`src/rtl/enc_pkg.sv`:
```
// Shared definitions for the 16-to-4 priority encoder slice: sizes, index
// types and the rule that merges the two 8-bit half encoders.
package enc_pkg;

  localparam int N_IN   = 16;
  localparam int IDX_W  = $clog2(N_IN);
  localparam int HALF_W = N_IN / 2;
  localparam int HIDX_W = IDX_W - 1;

  typedef logic [IDX_W-1:0]  idx_t;
  typedef logic [HIDX_W-1:0] hidx_t;
  typedef logic [HALF_W-1:0] half_t;

  // The upper half always outranks the lower half, so its index wins whenever
  // it has any request; the half selector becomes the index MSB.
  function automatic idx_t combine_idx(input logic  v_hi,
                                       input hidx_t idx_hi,
                                       input hidx_t idx_lo);
    idx_t r;
    if (v_hi) r = {1'b1, idx_hi};
    else      r = {1'b0, idx_lo};
    return r;
  endfunction

  // Two or more requests exist if either half has several, or both halves
  // have at least one each.
  function automatic logic combine_multi(input logic v_hi, input logic m_hi,
                                         input logic v_lo, input logic m_lo);
    return m_hi | m_lo | (v_hi & v_lo);
  endfunction

endpackage

```
`src/rtl/prio_enc_8_3.sv`:
```
// Combinational 8-to-3 priority encoder: index of the highest set bit, an
// any-request flag and a more-than-one-request flag.
module prio_enc_8_3
  import enc_pkg::*;
(
  input  half_t  req,
  output hidx_t  idx,
  output logic   vld,
  output logic   multi
);

  // Ascending scan: the last set bit seen is the highest, so it wins.
  always_comb begin
    idx = '0;
    for (int k = 0; k < HALF_W; k++) begin
      if (req[k]) idx = hidx_t'(k);
    end
  end

  assign vld = |req;

  // Clearing the lowest set bit leaves something only if a second bit was set.
  assign multi = |(req & (req - half_t'(1)));

endmodule

```
`src/rtl/encoder_16_4.sv`:
```
// Registered 16-to-4 priority encoder built from two 8-to-3 halves. The
// highest-numbered request wins; valid and multi qualify the index.
module encoder_16_4
  import enc_pkg::*;
(
  input  logic            clk,
  input  logic            rst_n,
  input  logic [N_IN-1:0] i,
  input  logic            enable,
  output idx_t            o,
  output logic            valid,
  output logic            multi
);

  // ---- stage p0: gate requests and encode combinationally ----
  logic [N_IN-1:0] req_p0;
  hidx_t           idx_hi_p0;
  hidx_t           idx_lo_p0;
  logic            v_hi_p0;
  logic            v_lo_p0;
  logic            m_hi_p0;
  logic            m_lo_p0;
  idx_t            idx_p0;
  logic            vld_p0;
  logic            multi_p0;

  // A disabled cycle looks exactly like an empty request vector, which
  // already encodes to o=0, valid=0, multi=0.
  assign req_p0 = enable ? i : '0;

  prio_enc_8_3 u_hi (
    .req   (req_p0[N_IN-1:HALF_W]),
    .idx   (idx_hi_p0),
    .vld   (v_hi_p0),
    .multi (m_hi_p0)
  );

  prio_enc_8_3 u_lo (
    .req   (req_p0[HALF_W-1:0]),
    .idx   (idx_lo_p0),
    .vld   (v_lo_p0),
    .multi (m_lo_p0)
  );

  assign idx_p0   = combine_idx(v_hi_p0, idx_hi_p0, idx_lo_p0);
  assign vld_p0   = v_hi_p0 | v_lo_p0;
  assign multi_p0 = combine_multi(v_hi_p0, m_hi_p0, v_lo_p0, m_lo_p0);

  // ---- stage p1: registered outputs ----
  idx_t idx_p1;
  logic vld_p1;
  logic multi_p1;

  // Register the encoded result; reset forces the idle value immediately.
  always_ff @(posedge clk or negedge rst_n) begin
    if (!rst_n) begin
      idx_p1   <= '0;
      vld_p1   <= 1'b0;
      multi_p1 <= 1'b0;
    end else begin
      idx_p1   <= idx_p0;
      vld_p1   <= vld_p0;
      multi_p1 <= multi_p0;
    end
  end

  assign o     = idx_p1;
  assign valid = vld_p1;
  assign multi = multi_p1;

endmodule

```
`config.mk`:
```
export PLATFORM = sky130hd
export DESIGN_NAME = encoder_16_4
export DESIGN_NICKNAME = d
export VERILOG_FILES = /design/src/rtl/enc_pkg.sv /design/src/rtl/prio_enc_8_3.sv /design/src/rtl/encoder_16_4.sv
export SDC_FILE = /design/constraint.sdc
export NUM_CORES = 1
export LEC_CHECK = 0
export BUFFER_PORTS_ARGS = -buffer_cell sky130_fd_sc_hd__buf_4
export CAP_MARGIN = 20
export CORE_MARGIN = 3
export CORE_UTILIZATION = 40
export DETAILED_ROUTE_END_ITERATION = 8
export PLACE_DENSITY = 0.81
export SYNTH_ARGS = -nofsm -noshare
export SYNTH_HDL_FRONTEND = slang
export SYNTH_HIERARCHICAL = 1
export SYNTH_SLANG_ARGS = --single-unit
```
`constraint.sdc`:
```
create_clock -name clk -period 0.8 [get_ports clk]
set_input_delay 0.04 -clock clk [delete_from_list [all_inputs] [get_ports clk]]
set_output_delay 0.04 -clock clk [all_outputs]
set_load 0.005 [all_outputs]
```
## Word level (Yosys, flattened, before mapping)

Index checks and enable logic that the tools add are counted.

- Bits in registers: 6
- Bits of input ports: 19
- Output and inout port bits: 6
- Word-level logic and storage cells: 31

- Add/subtract/negate cells: 2
- Multiplexer cells: 16
- Bitwise operators: 6
- Reductions and logical operators: 4

Operators with widths:

| kind | number |
|---|---|
| 8-bit OR reduction | 4 |
| 3-bit two-way mux | 8 |
| 8-bit bitwise AND | 2 |
| 16-bit two-way mux | 1 |
| 8-bit by 1-bit subtractor with 8-bit output (second input constant) | 2 |
| 2-bit two-way mux | 4 |
| 4-bit two-way mux | 1 |
| 1-bit bitwise OR | 3 |
| 1-bit two-way mux | 2 |
| 1-bit bitwise AND | 1 |

## Longest topological paths before layout

Gate-level depths: netlist of the first run.

- Depth after elaboration: 9
- Depth in mapped cells: 7
- Gate-level depth less buffers: 6

## Cells and area by module

The synthesis of the first run kept the hierarchy.

Modules (own cells, without submodules):

| module | instances | cells each | area each (sq um) |
|---|---|---|---|
| encoder_16_4 | 1 | 28 | 306.5 |
| prio_enc_8_3 | 2 | 21 | 127.6 |

## Least setup slack after synthesis of the first run

OpenSTA, ideal clock, no wires.

- Kind: input -> register
- Start point: input port enable
- End point: register multi_p1 (netlist: multi)
- Arrival time: 1231 ps
- Required time: 676 ps
- Path slack: -555 ps
- Stages on the path: 7
- Path buffers: 1
- Cell sequence: buf_4 and2_1 nor4_2 nand2b_1 a211oi_2 o32ai_1 a211o_1

- Cells in the longest elaborated chain, start to end: 6
- Elaborated cells on any way between the ends: 12
- Those cells by class: 2 x add/sub; 1 x mux; 5 x bitwise; 4 x reduce/logical

RTL lines:

| item | RTL line | text |
|---|---|---|
| start, declared | encoder_16_4.sv:9 | `input logic enable,` |
| 16-bit two-way mux * | encoder_16_4.sv:29 | `assign req_p0 = enable ? i : '0;` |
| named net req_p0[9] | encoder_16_4.sv:16 | `logic [N_IN-1:0] req_p0;` |
| 8-bit by 1-bit subtractor with 8-bit output | prio_enc_8_3.sv:23 | `assign multi = \|(req & (req - half_t'(1)));` |
| 8-bit bitwise AND * | prio_enc_8_3.sv:23 |  |
| 8-bit OR reduction * | prio_enc_8_3.sv:23 |  |
| named net m_hi_p0 | encoder_16_4.sv:21 | `logic m_hi_p0;` |
| 1-bit bitwise OR * (2 in series) | enc_pkg.sv:29 | `return m_hi \| m_lo \| (v_hi & v_lo);` |
| named net multi_p0 | encoder_16_4.sv:25 | `logic multi_p0;` |
| end signal, assigned | encoder_16_4.sv:63 | `multi_p1 <= multi_p0;` |
| end, declared | encoder_16_4.sv:52 | `logic multi_p1;` |

The timed path passes the listed nets; every way through them passes the cells marked *.

## Worst setup path in the final report of the first run

- Start point: input port i[0]
- End point: register multi_p1 (netlist: multi)

- Cells in the longest elaborated chain, start to end: 6
- Elaborated cells on any way between the ends: 8
- Those cells by class: 1 x add/sub; 1 x mux; 4 x bitwise; 2 x reduce/logical

RTL lines:

| item | RTL line | text |
|---|---|---|
| start, declared | encoder_16_4.sv:8 | `input logic [N_IN-1:0] i,` |
| 16-bit two-way mux * | encoder_16_4.sv:29 |  |
| named net req_p0[0] | encoder_16_4.sv:16 |  |
| 8-bit by 1-bit subtractor with 8-bit output | prio_enc_8_3.sv:23 |  |
| 8-bit bitwise AND * | prio_enc_8_3.sv:23 |  |
| 8-bit OR reduction * | prio_enc_8_3.sv:23 |  |
| named net m_lo_p0 | encoder_16_4.sv:22 | `logic m_lo_p0;` |
| 1-bit bitwise OR * (2 in series) | enc_pkg.sv:29 |  |
| named net multi_p0 | encoder_16_4.sv:25 |  |

Marked as above.

==> metrics, run 1 <==
outcome finished, violations left; failing checks setup timing; PwrDens 1100 nW/um2; endpoints failing setup 5; die area 1890 um2; worst-path cell chain buf_4 -> and2_4 -> nor4_4 -> nor2b_1 -> nor4_2 -> o32ai_1 -> a211o_1; Cells after Synth 70; Yosys top cell area share 0.267; DRT Pass-1 Iters 4; asr flop ratio synth 1.00; Crit path buffers/inverters 1; final WL 1.92 mm; Main synth FF type dfrtp_1; Crit Path Category in -> reg; Netlist Area Pre-Place 562 um2; WP data required 0.92 ns; DIE WIDTH 43.5 um; Post-synth EDFFs 0; initial antenna violation count 0; area leader, netlist dfrtp_1; post-route insts no fill 128; Fin. Hold Viols 0; Top delay family on crit path simple AND/OR/NAND/NOR gates; H-tree depth 1; Root Buffer clkbuf_4; GRT overflow 0; Worst VDD drop 0.546 mV; Die H 43.5 um; Setup WS pre-CTS -0.714 ns; leading post-synthesis cells by cell area dfrtp_1 27%, and2_1 18%, mux2_1 6.0%; layout cells sized above 1 0.535; RSZ-0062 raised after global routing yes; DR WL/cell 15.0 um; Max stage delay cell, worst path nor4_4; worst-margin pin slew 0.319 ns; Netlist cell types 21; Syn. warnings 6; startpoint types input port; CTS Buf Count 3; GRT Overall Usage 0.224; Seq/Total Area, Yosys 0.267; number of global-route vias before repair 731; Max Cap Viol 0; drt drc 0; clock-pin transition on the worst setup and hold timing paths 0.05 ns; Starting Density 0.468; Layout Nets 135; IO buf count 24; num ports 25; antenna-violating nets left 0; crit path capture type flip-flop; worst-path fanout max 3; DR iter-0 viols 7; Peak Freq 833 MHz; CTS tree built; dpl cells 122; Via Count 716; std cell rows 12; min-delay worst type in -> async; vias per cell 5.59; Post-Syn Area per Cell 8.03 um2; Yosys reg bits 6; final core utilization 0.848; Tcrit/Tclk final 1.50; largest net degree at the start of global routing 8; Slew HR 0.787; Max Buffers Root-to-Sink 2; Syn-to-layout area delta 81.3%; first-pass GRT wire length 3.20 mm; Total Power 1.12 mW; min Tclk post-route 1.20 ns; RD Place Congestion 0.806; min setup slack post-route -0.401 ns; Crit path largest cell delay 0.31 ns; Slew Limit Fails 0; CTS Sinks 6; post-synth net total 89; number of diodes 0; number of cells on the critical path 7; core area 1200 um2; Lkg Pwr 0.461 nW; worst path arrival time 1.32 ns
==> placed cells by master, fill, tap and decap left out <==
cell type	Yosys	layout
a211o_1	1	1
a211oi_2	2	2
a21oi_1	2	2
and2_1	16	11
and2_4	0	5
buf_16	0	1
buf_4	1	37
buf_6	0	2
buf_8	0	1
clkbuf_4	0	3
dfrtp_1	6	6
dlygate4sd3_1	0	1
inv_1	2	2
maj3_1	2	2
mux2_4	0	3
nand2_1	4	4
nand2b_1	4	4
nand3_1	2	1
nand3_4	0	1
nor2_1	8	6
nor2_2	0	2
nor2b_1	2	2
nor3_1	4	4
nor4_2	2	2
nor4_4	0	2
o21ai_0	2	2
o21bai_1	2	2
o32ai_1	2	2
or2_1	1	1
==> flip-flops by register name, indices dropped and copies added, names as in the netlist <==
signal,cells
valid,1
multi,1
o,4
==> repair_timing <==
action | 4_1_cts | 5_1_grt
pin swaps | 5 | 2
setup endpoints to repair | 6 | 6
hold buffers | 1 | 0
cloned | 1 | 0
setup buffers | 0 | 1
resized for setup | 12 | 2
endpoints found under the hold margin | 6 | 0
==> power breakdown <==
part / internal, mW / switching, mW
Clock: 0.169 / 0.100
Combinational: 0.298 / 0.216
Sequential: 0.328 / 0.00627
Total: 0.795 / 0.322
==> kinds of logic after synthesis <==
group           Yosys count  synth area share
buf+inv                   3            0.0267
mux                       3            0.0601
fa+ha+maj                 2            0.0356
flops                     6             0.267
simple gates             45             0.457
compound gates           11             0.154
==> through the flow <==
step / area [um2] / setup TNS [ns] / hold slack, ns
floorplan: 599 / -2.23 / -0.256
global route: 1020 / -1.81 / 0.137
CTS: 997 / -1.28 / 0.143
detailed placement: 895 / -3.10 / -0.150
global placement: 895 / -2.91 / -0.154
finish: 1020 / -1.45 / 0.140
==> worst paths after layout <==
kind                                    to  slack [ns]  startpoint
worst min-delay path        o[1]$_DFF_PN0_        0.14       rst_n
worst max-delay path       multi$_DFF_PN0_       -0.40        i[0]
min in group clk            o[3]$_DFF_PN0_        0.32       i[15]
max in group asynchronous   o[3]$_DFF_PN0_        0.54       rst_n
==> final cells by class <==
class	count	area [um2]
well taps	14	17.5
flip-flops and latches	6	150
inverters	2	7.51
fillers	72	183
clock buffers	3	22.5
repair buffers	42	353
multi-input cells	61	468
==> synth_stat cells (3+ instances only) <==
cell type,instances
and2_1,16
nor3_1,4
nor2_1,8
mux2_1,3
nand2_1,4
dfrtp_1,6
nand2b_1,4
==> per-layer routing <==
metal / wire length (um) / part of all wire / global-route usage
met5: 0 / 0 / 0
met4: 53 / 0.028 / 0.0783
met3: 132 / 0.069 / 0.0415
met2: 1030 / 0.54 / 0.442
met1: 699 / 0.36 / 0.229
Note: power is estimated with default switching activity, not from simulation.
==> inputs of run 2 (changes only) <==
--- a/config.mk
+++ b/config.mk
@@ -11,6 +11,7 @@
 export CORE_UTILIZATION = 40
 export DETAILED_ROUTE_END_ITERATION = 8
 export PLACE_DENSITY = 0.81
+export REMOVE_ABC_BUFFERS = 1
 export SYNTH_ARGS = -nofsm -noshare
 export SYNTH_HDL_FRONTEND = slang
 export SYNTH_HIERARCHICAL = 1
==> metrics, run 2 (synthesis gave the netlist of run 1 again) <==
outcome finished, violations left; failing checks setup timing; max FFs per register 4; worst-margin pin slew 0.344 ns; Slew Limit Fails 0; startpoint types input port; fillcell total 71; Hold WS 0.153 ns; GR Layer Usage met1 0.219; Lkg Pwr 0.457 nW; Max Cap Viol 0; most frequent cells in the layout 38 x buf_4, 12 x and2_1, 8 x nor2_1, 6 x dfrtp_1; drt drc 0; final WL 1.71 mm; footprint of the multi-input gates 453 um2; Layout Nets 135; CTS Sinks 6; commonest non-fill, non-tap cell in the layout buf_4; GRT Overall Usage 0.202; TNS Setup -1.68 ns; min setup slack post-route -0.423 ns; number of diodes 0; std cell rows 12; DR iter-0 viols 7; H-tree depth 1; number of global-route vias before repair 717; met2 Track Usage GR 0.369; vias per cell 5.22; largest net degree at the start of global routing 7; RD Place Congestion 0.734; worst-path fanout max 3; Fin. Hold Viols 0; worst path arrival time 1.34 ns; clock-pin transition on the worst setup and hold timing paths 0.05 ns; Peak Freq 818 MHz; antenna-violating nets left 0; die area 1890 um2; DIE WIDTH 43.5 um; first-pass GRT wire length 2.89 mm; DR WL/cell 13.4 um; Max Buffers Root-to-Sink 2; layout cells sized above 1 0.500; RSZ-0062 raised after global routing yes; DRT Pass-1 Iters 4; min Tclk post-route 1.22 ns; Starting Density 0.468; endpoints failing setup 6; num ports 25; final core utilization 0.832; hpwl dp 1.32 mm; Total Power 1.10 mW; crit path capture type flip-flop; core area 1200 um2; IO buf count 24; initial antenna violation count 0; PwrDens 1100 nW/um2; Slew HR 0.770; CTS tree built; register area 150 um2; Via Count 668; Worst VDD drop 0.595 mV; Syn-to-layout area delta 78.0%; min-delay worst type in -> async; Tcrit/Tclk final 1.53; met3 Resource Use GR 0.0498; CTS Buf Count 3; gr busiest metal met2; Root Buffer clkbuf_4; GRT overflow 0; Crit Path Category in -> reg; WP data required 0.92 ns; Die H 43.5 um
## run 2: worst paths after layout
kind                       start               to
max in group asynchronous  rst_n  valid$_DFF_PN0_
min in group clk           i[14]   o[3]$_DFF_PN0_
worst min-delay path       rst_n   o[3]$_DFF_PN0_
worst max-delay path        i[2]  multi$_DFF_PN0_
## run 2: through the flow
step | instances | setup WS (ns) | area [um2]
finish | 128 | -0.423 | 1000
floorplan | 69 | -0.473 | 554
global placement | 122 | -0.676 | 865
global route | 128 | -0.508 | 1000
CTS | 128 | -0.413 | 993
detailed placement | 122 | -0.777 | 865
## run 2: power by group
part           total (mW)  internal (mW)  switching [mW]
clock               0.275          0.170           0.106
sequential          0.336          0.328         0.00795
combinational       0.493          0.290           0.202
total                1.10          0.788           0.316
## run 2: critical path: stages
cell	delay [ns]
buf_4	0.10
and2_1	0.18
nor4_4	0.31
nand2b_1	0.15
a211oi_2	0.16
o32ai_1	0.12
a211o_1	0.27
## run 2: layout make-up
class / instances / area share
multi-input combinational: 61 / 0.453
timing repair buffer: 42 / 0.349
sequential: 6 / 0.150
clock buffer: 3 / 0.0225
tap: 14 / 0.0175
inverter: 2 / 0.00751
## run 2: routing by layer
layer | vias up | wire length, um
li1 | 336 | -
met1 | 301 | 650
met2 | 27 | 916
met3 | 4 | 120
met4 | 0 | 24
met5 | - | 0
## run 2: timing repair
item                       4_1_cts  5_1_grt
buffers inserted                 1        0
hold buffers                     1        0
setup endpoints to repair        6        6
hold endpoints to repair         6        0
cloned                           1        0
gates resized for setup         14        2
pin swaps                        4        2
==> inputs of run 3 (changes only) <==
--- a/config.mk
+++ b/config.mk
@@ -7,12 +7,12 @@
 export LEC_CHECK = 0
 export BUFFER_PORTS_ARGS = -buffer_cell sky130_fd_sc_hd__buf_4
 export CAP_MARGIN = 20
-export CORE_MARGIN = 3
-export CORE_UTILIZATION = 40
+export CORE_AREA = 3 3 40 42
 export DETAILED_ROUTE_END_ITERATION = 8
-export PLACE_DENSITY = 0.81
+export DIE_AREA = 0 0 43 45
+export PLACE_DENSITY = 0.75
 export REMOVE_ABC_BUFFERS = 1
+export SKIP_LAST_GASP = 1
 export SYNTH_ARGS = -nofsm -noshare
 export SYNTH_HDL_FRONTEND = slang
-export SYNTH_HIERARCHICAL = 1
 export SYNTH_SLANG_ARGS = --single-unit
==> metrics, run 3 <==
register area 150 um2; Seq/Total Area, Yosys 0.337; leading post-synthesis cells by cell area dfrtp_1 34%, o31ai_1 8.4%, maj3_1 6.7%; std cell rows 13; die area 1940 um2; Tcrit/Tclk final 1.43; failing checks setup timing; synth cell count leaders 6 x dfrtp_1, 5 x a21oi_1, 5 x o31ai_1; Lkg Pwr 0.420 nW; clock-pin transition on the worst setup and hold timing paths 0.04 ns; min Tclk post-route 1.14 ns; crit path capture type flip-flop; initial antenna violation count 0; Setup WS pre-CTS -0.659 ns; vias per cell 5.08; Slew Limit Fails 0; GRT Overall Usage 0.158; Die H 45 um; RSZ-0062 raised after global routing yes; min setup slack post-route -0.342 ns; Max Buffers Root-to-Sink 2; fillcell total 114; DIE WIDTH 43 um; Syn. warnings 0; Post-Syn Area per Cell 8.40 um2; top-count cell post-synth dfrtp_1; Main synth FF type dfrtp_1; area leader, netlist dfrtp_1; largest net degree at the start of global routing 8; TNS Setup -1.08 ns; worst-path fanout max 4; Crit Path Category in -> reg; Syn-to-layout area delta 101%; most frequent cells in the layout 40 x buf_4, 6 x buf_6, 6 x dfrtp_1, 4 x o21ai_0, 4 x nor3_1; min-delay worst type in -> reg; first-pass GRT wire length 2.24 mm; outcome finished, violations left; core area 1280 um2; number of diodes 0; Via Count 600; Max Cap Viol 0; Total Power 0.944 mW; asr flop ratio synth 1.00; DP Area 802 um2; GRT overflow 0; final WL 1.29 mm; antenna-violating nets left 0; Slew HR 0.725; PwrDens 1060 nW/um2; max FFs per register 4; WP data required 0.92 ns; CTS Buf Count 3; Yosys reg bits 6; Peak Freq 876 MHz; Post-synth EDFFs 0; Starting Density 0.347; num ports 25; DR WL/cell 10.9 um; Netlist Area Pre-Place 445 um2; RD Place Congestion 0.798; H-tree depth 1; endpoints failing setup 6; Netlist cell types 23; IO buf count 24; Worst VDD drop 0.710 mV; CTS Sinks 6; commonest non-fill, non-tap cell in the layout buf_4; DR iter-0 viols 1; Cells after Synth 53; worst-margin pin slew 0.408 ns; Yosys top cell area share 0.337; hpwl dp 1.10 mm; drt drc 0; CTS tree built; worst path arrival time 1.26 ns; startpoint types input port; DRT Pass-1 Iters 2; Fin. Hold Viols 0; footprint of the multi-input gates 309 um2; Design Area, Final 893 um2; Root Buffer clkbuf_4; layout cells sized above 1 0.563; final core utilization 0.695; number of global-route vias before repair 582; Layout Nets 124
==> run 3: cell types whose count changed after synthesis, moves of 2 or more <==
cell | previous run | this run
o21ai_0 | 2 | 4
a21oi_1 | 2 | 5
nor2_1 | 8 | 2
nor4_2 | 2 | 0
o31ai_1 | 0 | 5
o32ai_1 | 2 | 0
mux2_1 | 3 | 0
and2_1 | 16 | 1
a211oi_2 | 2 | 0
nand2b_1 | 4 | 0
==> run 3: repair_timing <==
item | CTS | global route
pin swaps | 5 | 1
resized for setup | 4 | 8
hold endpoints to repair | 6 | 0
setup buffers | 1 | 2
endpoints found under the setup margin | 6 | 8
hold buffers | 1 | 0
gates cloned | 0 | 0
==> run 3: worst paths after layout <==
kind / startpoint / to / slack [ns] / cells past startpoint
hold / removal: enable / o[0]$_DFF_PN0_ / 0.07 / 3
max in group asynchronous: rst_n / o[1]$_DFF_PN0_ / 0.55 / 2
min in group asynchronous: rst_n / o[0]$_DFF_PN0_ / 0.14 / 2
setup / recovery: i[11] / multi$_DFF_PN0_ / -0.34 / 6
==> run 3: worst max-delay path, cell delays in order <==
cell,delay [ns]
buf_6,0.09
or4_4,0.55
nand2b_4,0.17
nand2_4,0.06
inv_2,0.04
a221o_1,0.31
==> run 3: power by group <==
group	total, mW	switching, mW	internal (mW)
clock	0.274	0.105	0.169
combinational	0.341	0.134	0.207
sequential	0.328	0.00598	0.322
==> run 3: logic make-up (layout without fill, tap and decap cells) <==
| kind of cell | count (synthesis) | after routing | synth area share |
|---|---|---|---|
| AO/OA/AOI/OAI | 18 | 18 | 0.258 |
| AND/OR/NAND/NOR | 22 | 22 | 0.303 |
| adder cells (fa/ha/maj) | 3 | 3 | 0.0674 |
| flip-flops | 6 | 6 | 0.337 |
| buffers and inverters | 4 | 54 | 0.0337 |
==> run 3: through the flow <==
step	std cells	hold WS, ns
3_5_place_dp	113	-0.151
5_1_grt	118	0.0652
3_3_place_gp	113	-0.154
2_1_floorplan	53	-0.256
6_report	118	0.0652
4_1_cts	117	0.0752
==> run 3: per-layer routing <==
metal | vias up | global-route usage | wire length, um
li1 | 304 | - | -
met1 | 262 | 0.147 | 437
met2 | 26 | 0.308 | 675
met3 | 8 | 0.0398 | 111
met4 | 0 | 0.0904 | 61
met5 | - | 0 | 0
==> run 3: final cells by class <==
cell class              instances  area share
repair buffers                 47       0.423
clock buffers                   3      0.0252
multi-input cells              43       0.346
flip-flops and latches          6       0.168
well taps                      15      0.0210
inverters                       4      0.0168
